File: config.mk
export PLATFORM = sky130hd
export DESIGN_NAME = ifetch_unit
export DESIGN_NICKNAME = d
export VERILOG_FILES = /design/src/rtl/nanorisc_pkg.sv /design/src/rtl/ifetch_pc.sv /design/src/rtl/ifetch_unit.sv
export SDC_FILE = /design/constraint.sdc
export NUM_CORES = 1
export LEC_CHECK = 0
export CAP_MARGIN = 20
export CORE_AREA = 4 4 58 60
export DETAILED_ROUTE_END_ITERATION = 8
export DIE_AREA = 0 0 62 64
export MAX_ROUTING_LAYER = met4
export PLACE_DENSITY = 0.86
export SYNTH_ARGS = -nofsm -noshare
export SYNTH_HDL_FRONTEND = slang
export SYNTH_SLANG_ARGS = --single-unit
File: constraint.sdc
create_clock -name clk -period 1.7 [get_ports clk]
set_input_delay 0.34 -clock clk [delete_from_list [all_inputs] [get_ports clk]]
set_output_delay 0.34 -clock clk [all_outputs]
set_load 0.02 [all_outputs]
File: src/rtl/nanorisc_pkg.sv
// Shared NanoRISC definitions: default widths, opcode encodings and the
// instruction-fetch state encoding. IFETCH_TIMEOUT_EN adds the ERR state.
package nanorisc_pkg;

  localparam int DEF_PC_W    = 8;
  localparam int DEF_INSTR_W = 8;
  localparam int DEF_TIMEOUT = 15;

  localparam logic [2:0] OP_SUM  = 3'b000;
  localparam logic [2:0] OP_SUB  = 3'b001;
  localparam logic [2:0] OP_AND  = 3'b010;
  localparam logic [2:0] OP_OR   = 3'b011;
  localparam logic [2:0] OP_LW   = 3'b100;
  localparam logic [2:0] OP_SW   = 3'b101;
  localparam logic [2:0] OP_BNE  = 3'b110;
  localparam logic [2:0] OP_SEND = 3'b111;

  typedef enum logic [2:0] {
    ST_IDLE,
    ST_FETCH,
    ST_VALID,
`ifdef IFETCH_TIMEOUT_EN
    ST_HALT,
    ST_ERR
`else
    ST_HALT
`endif
  } ifetch_state_e;

endpackage

File: src/rtl/ifetch_pc.sv
// Program counter: holds, increments (wrapping) or loads a branch target.
module ifetch_pc #(
  parameter int PC_W = 8
) (
  input  logic            clk,
  input  logic            rst_n,
  input  logic            load,
  input  logic            sel_branch,
  input  logic [PC_W-1:0] target,
  output logic [PC_W-1:0] pc
);

  logic [PC_W-1:0] pc_q, pc_d;

  // Next PC: branch target or pc+1 (modulo 2^PC_W) when loading, else hold.
  always_comb begin
    pc_d = pc_q;
    if (load) begin
      pc_d = sel_branch ? target : pc_q + 1'b1;
    end
  end

  // PC register, cleared by reset.
  always_ff @(posedge clk or negedge rst_n) begin
    // NOTE: non-blocking (<=) in clocked blocks so every flop samples pre-edge values.
    if (!rst_n) pc_q <= '0;
    else        pc_q <= pc_d;
  end

  assign pc = pc_q;

endmodule

File: src/rtl/ifetch_unit.sv
// Instruction fetch unit: fetches the word at pc, presents it until the
// downstream finishes, then advances (pc+1 or branch) or halts.
// Optional fetch watchdog enabled by macro IFETCH_TIMEOUT_EN.
module ifetch_unit
  import nanorisc_pkg::*;
#(
  parameter int PC_W    = DEF_PC_W,
  parameter int INSTR_W = DEF_INSTR_W,
  parameter int TIMEOUT = DEF_TIMEOUT
) (
  input  logic               clk,
  input  logic               rst_n,
  output logic               imem_req,
  output logic [PC_W-1:0]    imem_addr,
  input  logic               imem_ack,
  input  logic [INSTR_W-1:0] imem_rdata,
  output logic [INSTR_W-1:0] instr,
  output logic [2:0]         opcode,
  output logic               instr_valid,
  input  logic               exec_done,
  input  logic               pc_write,
  input  logic               branch_taken,
  input  logic [PC_W-1:0]    branch_target,
  output logic [PC_W-1:0]    pc,
  output logic               halted,
  output logic               fetch_err
);

  ifetch_state_e      state_q, state_d;
  logic [INSTR_W-1:0] instr_q, instr_d;
  logic               pc_load;

  // PC only advances on an accepted exec_done with pc_write=1, so a halt
  // request always wins over a simultaneous branch.
  ifetch_pc #(.PC_W(PC_W)) u_pc (
    .clk        (clk),
    .rst_n      (rst_n),
    .load       (pc_load),
    .sel_branch (branch_taken),
    .target     (branch_target),
    .pc         (pc)
  );

`ifdef IFETCH_TIMEOUT_EN
  localparam int WD_W = $clog2(TIMEOUT + 1);
  logic [WD_W-1:0] wdog_q, wdog_d;
  logic            wdog_expire;

  // Watchdog: counts unacknowledged FETCH cycles, zero everywhere else so
  // each entry into FETCH starts from a clean count.
  always_comb begin
    wdog_d      = '0;
    wdog_expire = 1'b0;
    if (state_q == ST_FETCH && !imem_ack) begin
      wdog_d      = wdog_q + 1'b1;
      wdog_expire = (wdog_q == WD_W'(TIMEOUT - 1));
    end
  end

  // Watchdog counter register.
  always_ff @(posedge clk or negedge rst_n) begin
    if (!rst_n) wdog_q <= '0;
    else        wdog_q <= wdog_d;
  end
`else
  logic unused_timeout;
  assign unused_timeout = (TIMEOUT > 0);
`endif

  // State register.
  always_ff @(posedge clk or negedge rst_n) begin
    if (!rst_n) state_q <= ST_IDLE;
    else        state_q <= state_d;
  end

  // Next-state logic; imem_ack outside FETCH and exec_done outside VALID fall through.
  always_comb begin
    // NOTE: default every always_comb output first so no path infers a latch.
    state_d = state_q;
    pc_load = 1'b0;
    case (state_q)
      ST_IDLE:  state_d = ST_FETCH;
      ST_FETCH: begin
        if (imem_ack) state_d = ST_VALID;
`ifdef IFETCH_TIMEOUT_EN
        else if (wdog_expire) state_d = ST_ERR;
`endif
      end
      ST_VALID: begin
        if (exec_done) begin
          if (!pc_write) begin
            state_d = ST_HALT;
          end else begin
            state_d = ST_FETCH;
            pc_load = 1'b1;
          end
        end
      end
      default:  state_d = state_q;
    endcase
  end

  // Instruction register captures the word only on an acknowledged fetch.
  always_comb begin
    instr_d = instr_q;
    if (state_q == ST_FETCH && imem_ack) instr_d = imem_rdata;
  end

  // Instruction register.
  always_ff @(posedge clk or negedge rst_n) begin
    if (!rst_n) instr_q <= '0;
    else        instr_q <= instr_d;
  end

  // Moore outputs decoded from state, so reset drops imem_req immediately.
  always_comb begin
    imem_req    = (state_q == ST_FETCH);
    instr_valid = (state_q == ST_VALID);
    halted      = (state_q == ST_HALT);
`ifdef IFETCH_TIMEOUT_EN
    fetch_err   = (state_q == ST_ERR);
`else
    fetch_err   = 1'b0;
`endif
  end

  assign imem_addr = pc;
  assign instr     = instr_q;
  assign opcode    = instr_q[INSTR_W-1 -: 3];

endmodule

==> reports/summary.md <==
## Global routing
* 0 — total overflow reported by the global router
* 962 — vias in the first global route
* 19 — largest net degree at the start of global routing
* 4280 microns — first-pass GRT wire length
* 0 — number of antenna violations at the first check in global routing
* 14.4% — global routing usage summed across all routing layers

## Synthesis
* 32 — number of distinct library cells after synthesis
* 41.5% — fraction of the yosys area taken by sequential cells
* 1090 sq um — Post-Syn Area
* 107 — number of cells produced by synthesis
* 18 — flip-flop and latch count after synthesis
* 0 — total of warnings raised by yosys
* 10.1 sq um — post-synthesis area per instance
* 135 — Synthesized Nets

## Flow run
* 0 — MaxCap Viol Count

## Power and ir drop
* 39.6% — share of total power consumed by net switching
* 0.00132 W — Int Pwr
* 1360 nW/um^2 — power per cell area
* 0.797 nW — static leakage
* 0.000827 V — Max IR drop VDD
* 0.000868 W — net switching power
* 11.7% — clock power share
* 32.5% — sequential cell fraction of total power
* 55.8% — logic gate share of total power

## Route
* 2660 microns — WL final
* met4 — highest metal layer with signal wires
* 949 — total number of vias
* 5.02 — post-DR vias/cell
* 4 — first-pass detailed-route iteration total
* 14.1 microns — average wire length per cell after detail routing
* 1350 microns — met2 WL
* 0 — drc violations
* 1050 microns — wire length on met1
* 37 — number of design-rule violations left by the first detailed-router iteration
* 250 microns — detailed-routed wire length on met3
* 0 — final antenna-violating net count

## Critical path
* primary output — element type at the critical path end
* 4 — CP max FO
* ha_1 > dlygate4sd2_1 — cell chain of the critical path
* 0.43 ns — largest incremental delay on the critical path
* sky130_fd_sc_hd__dfrtp_1 — slowest cell on the critical path
* 1 — worst path buffer plus inverter count
* flip-flops — Worst path top cell family by delay
* register — Setup crit start kind
* 1.29 ns — arrival time at the worst endpoint
* 1.36 ns — Crit path required time
* reg2out — crit path kind

## STA
* 0.383 ns — Fin Hold WS
* 0.00407 ns — final clock skew
* no — unrepaired setup endpoints after global routing
* 95.6% — final period utilization
* 0 — setup violation total in the final timing report
* 1.63 ns — crit path time final
* 0 — Pins Over Slew Limit
* 0 — final-report hold violation count
* 615 MHz — timing-limited maximum frequency
* 0 ns — TNS Setup

## Final layout
* 0 — Ant. Diodes
* sky130_fd_sc_hd__clkdlybuf4s50_1 — most common library cell in the layout ignoring fill and taps
* sky130_fd_sc_hd__clkdlybuf4s50_1 (31), sky130_fd_sc_hd__dfrtp_1 (18), sky130_fd_sc_hd__dlygate4sd2_1 (15) — commonest non-fill, non-tap cells in the layout
* 48.2% — Layout Area Growth over Synthesis
* 18.6% — fraction of final layout cells sized beyond drive strength 1
* 269 — number of inserted filler cells in the final layout
* 185 — net total in the final layout

## Clock network
* 1 — total number of H-tree levels
* 0.28 ns — clk_lat worst skew
* 0 — number of buffers added for setup after CTS
* 2 — maximum root-to-sink buffer count
* 0.10 ns — clock transition at the registers of the reported paths
* 18 — total number of clock tree sinks
* 3 — CTS Buf Count
* sky130_fd_sc_hd__clkbuf_4 — root buffer selected by CTS
* 0 — number of buffers added to fix hold violations after cts
* done — clock tree from TritonCTS

## Floorplanning
* 20 — row count
* 62 microns — die boundary width
* 3970 sq um — total die area
* 53 — I/O pin count
* 2930 sq um — core outline area
* 64 microns — Die Y-Extent
* 37.1% — initial core utilization

## Worst hold path
* in2async — worst min-delay path class

## Status
* completed — outcome

## Placed design
* 51 — Port Buffer Count
* 0.851 — routability-driven placement congestion ratio
* 2120 microns — HPWL after detailed placement

[power groups by stage]
stage	clock, W	combinational [W]	sequential, W
floorplan	0	0.000612	0.000868
global placement	0	0.00127	0.000712
detailed placement	0	0.00131	0.000726
CTS	0.000271	0.00125	0.000713
global route	0.000290	0.00133	0.000743
finish	0.000255	0.00122	0.000712
[flip-flops by register name, summed over array words and instances (netlist names)]
name,flops
state_q,2
instr,8
u_pc.pc,8
[synthesized netlist by cell type, drive strengths merged]
cell type	n	area share (%)
o21a	1	0.69
o211ai	1	0.69
and4	1	0.92
a311oi	1	0.81
nand3	3	1.8
nor3	4	1.8
or2	2	1.2
nor2	6	2.1
buf	14	9.8
o21ai	3	1.4
o21bai	1	0.69
inv	7	2.4
nor4	3	1.7
nand2b	2	1.2
nor4b	1	0.81
and2b	1	0.69
conb	1	0.35
nand4	2	1.2
o22ai	4	2.3
dfrtp	18	41
a22o	1	0.81
nand2	6	2.1
mux2i	4	3.7
or3b	1	0.81
a21oi	2	0.92
a221oi	1	1.4
mux2	8	8.3
ha	6	6.9
and3	2	1.2
[area by class of cell]
cell class | count | area, sq um | area share (%)
clock buffer | 4 | 36.3 | 2.26
inverter | 7 | 26.3 | 1.63
multi-input combinational | 68 | 505 | 31.4
sequential | 18 | 450 | 28.0
tap | 33 | 41.3 | 2.57
timing repair buffer | 59 | 549 | 34.1
[routing by layer]
layer | up-vias | GRT usage (%)
met3 | 2 | 3.23
li1 | 460 | -
met2 | 37 | 23.8
met4 | 0 | 3.98
met1 | 450 | 17.0
met5 | - | -
[worst paths after layout]
kind / startpoint / endpoint / slack [ns] / cells after the start
worst max-delay path: state_q[0] / halted / 0.07 / 2
worst min-delay path: rst_n / instr[1] / 0.38 / 2
worst max register to register: state_q[0] / u_pc.pc[6] / 0.10 / 6
worst min register to register: instr[4] / instr[4] / 0.52 / 1
max in group asynchronous: rst_n / instr[0] / 1.12 / 2
min in group clk: instr[4] / instr[4] / 0.52 / 1
[worst reg2reg max path, delay by kind of cell, from the launching register on]
kind | cells | cell delay (ns)
adder cells (fa/ha/maj) | 1 | 0.21
buffers and inverters | 2 | 0.21
flip-flops | 1 | 0.42
AND/OR/NAND/NOR | 2 | 0.53
multiplexers | 1 | 0.12
[metrics by stage]
step	setup WS [ns]	cell area, sq um	util, %	power [W]	instances
2_1_floorplan	0.0219	1090	-	0.00148	107
3_3_place_gp	0.0405	1590	54.4	0.00198	185
3_5_place_dp	0.00620	1590	54.4	0.00203	185
4_1_cts	0.00677	1610	54.9	0.00223	189
5_1_grt	0.00236	1610	55.0	0.00236	189
6_report	0.0748	1610	55.0	0.00219	189
[kinds of logic after synthesis]
group | count (synthesis) | synth area share [%]
mux | 12 | 12.0
other cells | 1 | 0.345
compound gates | 15 | 9.68
buf+inv | 21 | 12.2
fa+ha+maj | 6 | 6.91
flops | 18 | 41.5
simple gates | 34 | 17.4
[timing repair]
| action | in CTS | in global routing |
|---|---|---|
| gates resized for setup | 18 | 8 |
| cloned | 0 | 0 |
| setup endpoints to repair | 17 | 10 |
| pin swaps | 0 | 0 |
Power figures use the tool's default switching activity.
